[config.mk]
export PLATFORM = sky130hd
export DESIGN_NAME = mips32_multicycle_control
export DESIGN_NICKNAME = d
export VERILOG_FILES = /design/src/rtl/mips32_multicycle_control.sv
export SDC_FILE = /design/constraint.sdc
export NUM_CORES = 1
export LEC_CHECK = 0
export ABC_AREA = 1
export CAP_MARGIN = 0
export CORE_MARGIN = 8
export CORE_UTILIZATION = 42
export DETAILED_ROUTE_END_ITERATION = 6
export PLACE_DENSITY = 0.83
export SYNTH_ARGS = -nofsm -noshare
export SYNTH_HDL_FRONTEND = slang
export SYNTH_SLANG_ARGS = --single-unit
[constraint.sdc]
create_clock -name clk -period 2.5 [get_ports clk]
set_input_delay 0.25 -clock clk [delete_from_list [all_inputs] [get_ports clk]]
set_output_delay 0.25 -clock clk [all_outputs]
set_load 0.01 [all_outputs]
[src/rtl/mips32_multicycle_control.sv]
// Multi-cycle main control FSM for the MIPS32 shared-memory datapath.
// Optional feature: define MC_ILLEGAL_TRAP_EN to trap unlisted opcodes (adds illegal_op).
module mips32_multicycle_control #(
  parameter int MEM_LATENCY = 1
) (
  input  logic       clk,
  input  logic       reset,
  input  logic [5:0] op,
  output logic       pcwrite,
  output logic       pcwritecond,
  output logic       pcwritecondn,
  output logic       iord,
  output logic       memread,
  output logic       memwrite,
  output logic       irwrite,
  output logic       memtoreg,
  output logic       regdst,
  output logic       regwrite,
  output logic       alusrca,
  output logic [1:0] alusrcb,
  output logic [1:0] aluop,
  output logic [1:0] pcsource,
  output logic       lui,
  output logic       jal,
  output logic       instr_retire,
`ifdef MC_ILLEGAL_TRAP_EN
  output logic       illegal_op,
`endif
  output logic [3:0] state
);

  typedef enum logic [3:0] {
    S_FETCH   = 4'd0,
    S_DECODE  = 4'd1,
    S_MEMADR  = 4'd2,
    S_MEMRD   = 4'd3,
    S_MEMWB   = 4'd4,
    S_MEMWR   = 4'd5,
    S_EXEC    = 4'd6,
    S_RWB     = 4'd7,
    S_BRANCH  = 4'd8,
    S_JUMP    = 4'd9,
    S_ORIEXEC = 4'd10,
    S_IWB     = 4'd11,
    S_LUIWB   = 4'd12,
    S_JAL     = 4'd13,
    S_TRAP    = 4'd14
  } state_t;

  localparam logic [5:0] OP_RTYPE = 6'b000000;
  localparam logic [5:0] OP_LW    = 6'b100011;
  localparam logic [5:0] OP_SW    = 6'b101011;
  localparam logic [5:0] OP_BEQ   = 6'b000100;
  localparam logic [5:0] OP_BNE   = 6'b000101;
  localparam logic [5:0] OP_ORI   = 6'b001101;
  localparam logic [5:0] OP_LUI   = 6'b001111;
  localparam logic [5:0] OP_J     = 6'b000010;
  localparam logic [5:0] OP_JAL   = 6'b000011;

  localparam int          CW       = $clog2(MEM_LATENCY + 1);
  localparam logic [CW-1:0] CNT_LAST = CW'(MEM_LATENCY - 1);

  state_t        state_q, state_d;
  logic [CW-1:0] cnt_q, cnt_d;
  logic          cnt_last;
  logic          in_mem_state;
  logic          op_known;

  assign cnt_last     = (cnt_q == CNT_LAST);
  assign in_mem_state = (state_q == S_FETCH) || (state_q == S_MEMRD) || (state_q == S_MEMWR);
  assign op_known     = op inside {OP_RTYPE, OP_LW, OP_SW, OP_BEQ, OP_BNE,
                                   OP_ORI, OP_LUI, OP_J, OP_JAL};
  assign state        = state_q;

  always_ff @(posedge clk or posedge reset) begin
    if (reset) begin
      state_q <= S_FETCH;
      cnt_q   <= '0;
    end else begin
      state_q <= state_d;
      cnt_q   <= cnt_d;
    end
  end

  // Wait counter only advances inside memory states and clears on the exit cycle.
  always_comb begin
    state_d = state_q;
    cnt_d   = '0;
    if (in_mem_state && !cnt_last) begin
      cnt_d = cnt_q + CW'(1);
    end
    case (state_q)
      S_FETCH:   if (cnt_last) state_d = S_DECODE;
      S_DECODE: begin
        case (op)
          OP_RTYPE:      state_d = S_EXEC;
          OP_LW, OP_SW:  state_d = S_MEMADR;
          OP_BEQ, OP_BNE: state_d = S_BRANCH;
          OP_ORI:        state_d = S_ORIEXEC;
          OP_LUI:        state_d = S_LUIWB;
          OP_J:          state_d = S_JUMP;
          OP_JAL:        state_d = S_JAL;
`ifdef MC_ILLEGAL_TRAP_EN
          default:       state_d = S_TRAP;
`else
          default:       state_d = S_FETCH;
`endif
        endcase
      end
      S_MEMADR:  state_d = (op == OP_LW) ? S_MEMRD : S_MEMWR;
      S_MEMRD:   if (cnt_last) state_d = S_MEMWB;
      S_MEMWR:   if (cnt_last) state_d = S_FETCH;
      S_EXEC:    state_d = S_RWB;
      S_ORIEXEC: state_d = S_IWB;
`ifdef MC_ILLEGAL_TRAP_EN
      S_TRAP:    state_d = S_TRAP;
`endif
      default:   state_d = S_FETCH;
    endcase
  end

  // Moore outputs; everything is forced low while reset is held.
  always_comb begin
    pcwrite      = 1'b0;
    pcwritecond  = 1'b0;
    pcwritecondn = 1'b0;
    iord         = 1'b0;
    memread      = 1'b0;
    memwrite     = 1'b0;
    irwrite      = 1'b0;
    memtoreg     = 1'b0;
    regdst       = 1'b0;
    regwrite     = 1'b0;
    alusrca      = 1'b0;
    alusrcb      = 2'b00;
    aluop        = 2'b00;
    pcsource     = 2'b00;
    lui          = 1'b0;
    jal          = 1'b0;
    instr_retire = 1'b0;
`ifdef MC_ILLEGAL_TRAP_EN
    illegal_op   = 1'b0;
`endif
    if (!reset) begin
      case (state_q)
        S_FETCH: begin
          memread = 1'b1;
          alusrcb = 2'b01;
          irwrite = cnt_last;
          pcwrite = cnt_last;
        end
        S_DECODE: begin
          alusrcb = 2'b11;
`ifndef MC_ILLEGAL_TRAP_EN
          instr_retire = !op_known;
`endif
        end
        S_MEMADR: begin
          alusrca = 1'b1;
          alusrcb = 2'b10;
        end
        S_MEMRD: begin
          memread = 1'b1;
          iord    = 1'b1;
        end
        S_MEMWB: begin
          regwrite     = 1'b1;
          memtoreg     = 1'b1;
          instr_retire = 1'b1;
        end
        S_MEMWR: begin
          memwrite     = 1'b1;
          iord         = 1'b1;
          instr_retire = cnt_last;
        end
        S_EXEC: begin
          alusrca = 1'b1;
          aluop   = 2'b10;
        end
        S_RWB: begin
          regdst       = 1'b1;
          regwrite     = 1'b1;
          instr_retire = 1'b1;
        end
        S_BRANCH: begin
          alusrca      = 1'b1;
          aluop        = 2'b01;
          pcsource     = 2'b01;
          pcwritecond  = (op == OP_BEQ);
          pcwritecondn = (op == OP_BNE);
          instr_retire = 1'b1;
        end
        S_ORIEXEC: begin
          alusrca = 1'b1;
          alusrcb = 2'b10;
          aluop   = 2'b11;
        end
        S_IWB: begin
          regwrite     = 1'b1;
          instr_retire = 1'b1;
        end
        S_LUIWB: begin
          lui          = 1'b1;
          regwrite     = 1'b1;
          instr_retire = 1'b1;
        end
        S_JUMP: begin
          pcwrite      = 1'b1;
          pcsource     = 2'b10;
          instr_retire = 1'b1;
        end
        S_JAL: begin
          pcwrite      = 1'b1;
          pcsource     = 2'b10;
          jal          = 1'b1;
          regwrite     = 1'b1;
          instr_retire = 1'b1;
        end
`ifdef MC_ILLEGAL_TRAP_EN
        S_TRAP: illegal_op = 1'b1;
`endif
        default: ;
      endcase
    end
  end

endmodule

# After elaboration in Yosys (flattened, before gate mapping)
# Index checks and enable logic that the tools add are counted.
[op_classes] mux=41 reduce_logical=17 n_eq_ne=24 bitwise_logic=1 n_addsub=1
[op_table] operator="$pmux 4 s7" n=2
[op_table] operator="$mux 1" n=27
[op_table] operator="$eq 4x4->1 const B" n=6
[op_table] operator="$eq 4x3->1 const B" n=4
[op_table] operator="$eq 6x2->1 const B" n=2
[op_table] operator="$eq 6x3->1 const B" n=2
[op_table] operator="$eq 6x4->1 const B" n=2
[op_table] operator="$eq 6x6->1 const B" n=2
[op_table] operator="$mux 4" n=3
[op_table] operator="$pmux 2 s3" n=2
[op_table] operator="$reduce_or 2->1" n=6
[op_table] operator="$reduce_bool 9->1" n=1
[op_table] operator="$eq 4x2->1 const B" n=2
[op_table] operator="$reduce_or 7->1" n=1
[op_table] operator="$logic_not 6->1" n=1
[op_table] operator="$mux 2" n=3
[op_table] operator="$ne 2x2->1 const B" n=3
[op_table] operator="$reduce_or 5->1" n=1
[op_table] operator="$eq 4x1->1 const B" n=1
[op_table] operator="$logic_not 4->1" n=1
[op_table] operator="$pmux 2 s2" n=1
[op_table] operator="$reduce_or 4->1" n=1
[op_table] operator="$mux 3" n=1
[op_table] operator="$pmux 1 s3" n=1
[op_table] operator="7 further kinds" n=8
[totals] ff_bits=5 output_inout_bits=24 elab_cells=86

# Depth between registers and ports, before layout
[logic_depth] word_depth=5 ltp_mapped=8 mapped_depth_nobuf=8

# Least setup slack after synthesis
# Ideal clock, no wire load.
[synth_timing] path_type="reg-to-output" from="register state_q[0], in the netlist state[0]" to="output port pcwritecond" n_path_buf=0 setup_slack_ps=1065 arrival_ps=1185 required_time_ps=2250 path_stages_with_launch=5 cell_sequence="dfrtp_1 > nor2_2 > nand2_1 > nor2_2 > and3_1"
[synth_between] elab_chain_len=3
[synth_rtl] element="start, declared" line_no="63" source="state_t state_q, state_d;"
[synth_rtl] element="start signal, assigned" line_no="80" source="state_q <= state_d;"
[synth_rtl] element="$eq 4x4->1" line_no="145" source="case (state_q)"
[synth_rtl] element="$mux 1" line_no="145"
[synth_rtl] element="$mux 1" line_no="144" source="if (!reset) begin"
[synth_rtl] element="end, declared" line_no="10" source="output logic pcwritecond,"
# Every way passes these cells.

# Worst setup path after layout
[layout_timing] from="register state_q[0], in the netlist state[0]" to="output port pcwritecondn"
[layout_between] elab_chain_len=3
[layout_rtl] element="$eq 4x4->1" line_no="145"
[layout_rtl] element="$mux 1" line_no="145"
[layout_rtl] element="$mux 1" line_no="144"
[layout_rtl] element="end, declared" line_no="11" source="output logic pcwritecondn,"
# Every way passes these cells.

==> results by stage <==
Status:
- The flow ran to the end, and the final reports show no timing, DRC or antenna violations.

Detailed routing:
- The routed layout has 896 vias.
- In this run the remaining antenna-violating nets after routing total 0.
- The average wire per standard cell is 12.9 um.
- The first detailed-routing pass ran for 4 iterations.
- The first routing iteration left 19 violations.
- In the routed layout, each cell is associated on average with a via count of 5.18.
- After detailed routing, the number of remaining DRC violations is 0.
- For this block, the routed nets add up to 2.23 mm of wire.

Timing:
- The final setup TNS is 0 ps.
- Setup violations remaining at the end of the flow were counted as 0.
- The worst path needs 2290 ps of the cycle, external delays included.
- For this run, the top clock speed supported by timing is 437 MHz.
- The max-slew violation count was 0.
- The number of hold-slack violations in the final timing report was 0.
- On the final layout, the worst clock skew is 6.05 ps.
- Setup repair after global routing left no endpoint under its margin.
- The final critical-path share of the clock period is 0.915.
- The worst path setup slack after routing is 214 ps.
- Hold timing on the final database bottoms out at a slack of 262 ps.

Clock network:
- TritonCTS built the clock tree.
- The cell sitting at the root of the clock tree is a clkbuf_4.
- The total of cells resized after clock tree synthesis is 0.
- Clock tree synthesis found a total of 5 sinks.
- The maximum buffer depth of the clock tree is 2.
- After clock tree synthesis, the setup repair step added 0 buffers.
- Buffers inserted during clock tree synthesis total 3.
- Clock-pin slew was measured on the worst setup and hold paths at 50 ps.
- Buffers inserted to repair hold after CTS numbered 0.
- The clock reaches the later pin of the worst-skew pair after 240 ps.
- CTS built an H-tree with a depth of 1.

Critical path:
- Data on the critical path is required at its endpoint by 2250 ps.
- The largest fanout of any net on the critical path is 7.
- STA classifies the critical path endpoint as an output pin.
- The startpoint of the lowest-slack register-to-register path is state[1]$_DFFE_PP0P_.
- The setup check on the worst reg-to-reg path leaves a slack of 1100 ps.
- The critical path endpoint is pcwritecondn.
- The number of cells on the worst reg-to-reg path is 7.
- The most critical setup path has its startpoint at state[0]$_DFFE_PP0P_.
- In this run the critical register-to-register path is captured at state[0]$_DFFE_PP0P_.
- The critical path is of the flip-flop to output pin type.
- The worst setup path is launched from a flip-flop.
- The data arrival at the endpoint of the critical path is 2040 ps.

Layout:
- The repair_antennas step left the layout with diodes totalling 0.
- At the end of the flow, the number of nets in the layout was 166.
- With fillers left out, the area of the finished cells amounts to 997 um2.
- The share of final-layout standard cells stronger than drive strength 1 is 0.0892.
- The filler cell count is 139.
- The area overhead of the layout relative to synthesis is 56.0%.

Yosys:
- The number of synthesis warnings is 0.
- The post-synth net total is 131.
- The prevailing post-synth register cell is dfrtp_1.
- The total of flip-flops plus latches after synthesis is 5.
- The number of flops mapped to enable cells by yosys is 0.
- After technology mapping, the gate count stands at 123.
- Of the synthesized area, sequential elements account for 0.196.
- The commonest cells after synthesis are 38 x nand2_1, 20 x nor2_1, 13 x inv_1.
- The cell taking the most area after synthesis is nand2_1.
- Of the post-synthesis cell area, the dominant cell type holds 0.223.
- After synthesis, the cell types taking the most area are nand2_1 22%, dfrtp_1 20%, nor2_1 12%.
- After synthesis the cells add up to 639 um2.
- The per-instance average area after synthesis is 5.20 um2.
- The most common cell in the synthesized netlist is nand2_1.
- The share of synthesized flip-flops with an asynchronous set or reset is 1.00.
- The number of library cell types mapped by synthesis is 18.

Placement:
- The number of buffers added on ports is 31.
- The placed standard-cell area is 970 um2.
- The final weighted congestion of routability-driven global placement is 0.900.
- The HPWL after detailed placement is 1.84 mm.
- At the placement stage, the worst setup path has a slack of 326 ps.

Pwr:
- Power spread over the standard cell area amounts to 590 mW/mm2.
- Across the VDD grid, the largest voltage drop is 0.427 mV.
- The standby leakage power is 0.494 nW.

GRT:
- The via count of the first global-routing pass is 868.
- The largest net degree at the start of global routing is 16.
- Global routing finished with a remaining overflow of 0.
- For this run, global-route usage on met2 was measured as 0.249.
- The number of antenna violations at the first check in global routing is 0.
- The global-route wire length before repair is 3.55 mm.
- The layer flagged by global routing as most heavily used is met2.
- The global routing usage summed across all routing layers is 0.152.
- For met3 alone, demand over resource in global routing was 0.0107.
- The met1 track utilization from global routing is 0.194.

Die:
- The core region is 0.00147 mm2.
- In this run the vertical extent of the chip is 55.0 um.
- The initial cell density of the core is 0.435.
- The I/O pin count is 32.
- The initialized floorplan defines 14 standard-cell rows.
- In this run the horizontal extent of the chip is 55.0 um.
- The floorplan step defined a die boundary enclosing 0.00303 mm2.

Min path:
- The type of the worst min-delay path is primary input to asynchronous set/reset pin.

Flow run:
- The count of max-cap constraint violations is 0.
==> critical path, stage by stage (launching register included) <==
cell             delay [ps]
dfrtp_1                 470
nor2_2                  300
nand2_1                 160
nor2_2                  160
and3_1                  160
clkdlybuf4s50_1         540
==> how the worst min path moves through the flow <==
stage / endpoint / depth (start not counted)
2_1_floorplan: cnt_q$_DFF_PP0_ / 2
3_3_place_gp: state[3]$_DFFE_PP0P_ / 2
3_5_place_dp: cnt_q$_DFF_PP0_ / 2
4_1_cts: state[2]$_DFFE_PP0P_ / 2
5_1_grt: state[2]$_DFFE_PP0P_ / 2
6_report: state[2]$_DFFE_PP0P_ / 2
==> stage by stage <==
stage	util	power [mW]	instances
after floorplan	-	0.334	123
after global placement	0.659	0.484	169
after detailed placement	0.659	0.493	169
after CTS	0.678	0.592	173
after global routing	0.678	0.639	173
final	0.678	0.589	173
==> metal layers <==
layer,wire (um),share of wire,up-vias
met2,1140,0.51,30
met1,939,0.42,402
met3,129,0.058,2
met4,19,0.0085,0
met5,0,0,-
li1,-,-,462
==> cell families (layout without fill, tap and decap cells) <==
group           after synthesis  in the layout  share of synthesized area
other cells                   1              1                    0.00587
flops                         5              5                      0.196
buf+inv                      18             52                      0.106
simple gates                 85             85                      0.577
compound gates               14             14                      0.115
==> sequential cells by signal, summed over array words and instances, names as in the netlist <==
signal / cells
state: 4
cnt_q: 1
==> layout make-up <==
| type | instances | area, um2 | share of cell area |
|---|---|---|---|
| inverter | 16 | 60.1 | 0.0602 |
| tap | 16 | 20.0 | 0.0201 |
| clock inverter | 1 | 5.00 | 0.00502 |
| sequential | 5 | 125 | 0.125 |
| timing repair buffer | 32 | 318 | 0.319 |
| multi-input combinational | 100 | 447 | 0.448 |
| clock buffer | 3 | 22.5 | 0.0226 |
==> layout by cell type, fill, tap and decap left out <==
master	n
nor2_2	6
o21ai_0	2
o21bai_1	1
buf_4	1
nor2_1	20
inv_1	13
a31oi_1	1
a21oi_1	9
and3_1	2
clkbuf_4	3
o21ai_1	1
conb_1	1
clkdlybuf4s50_1	31
nand3b_1	2
inv_2	3
nand2_1	38
nand4_1	1
clkinv_2	1
nor3_1	5
nand3_1	11
dfrtp_1	5
==> report_power, final <==
| group | total [mW] | switching, mW | leakage, nW | internal (mW) |
|---|---|---|---|---|
| combinational | 0.366 | 0.208 | 0.412 | 0.158 |
| sequential | 0.130 | 0.0343 | 0.0650 | 0.0958 |
| clock | 0.0924 | 0.0345 | 0.0177 | 0.0579 |
No activity file was read; power rests on OpenSTA's default activity.
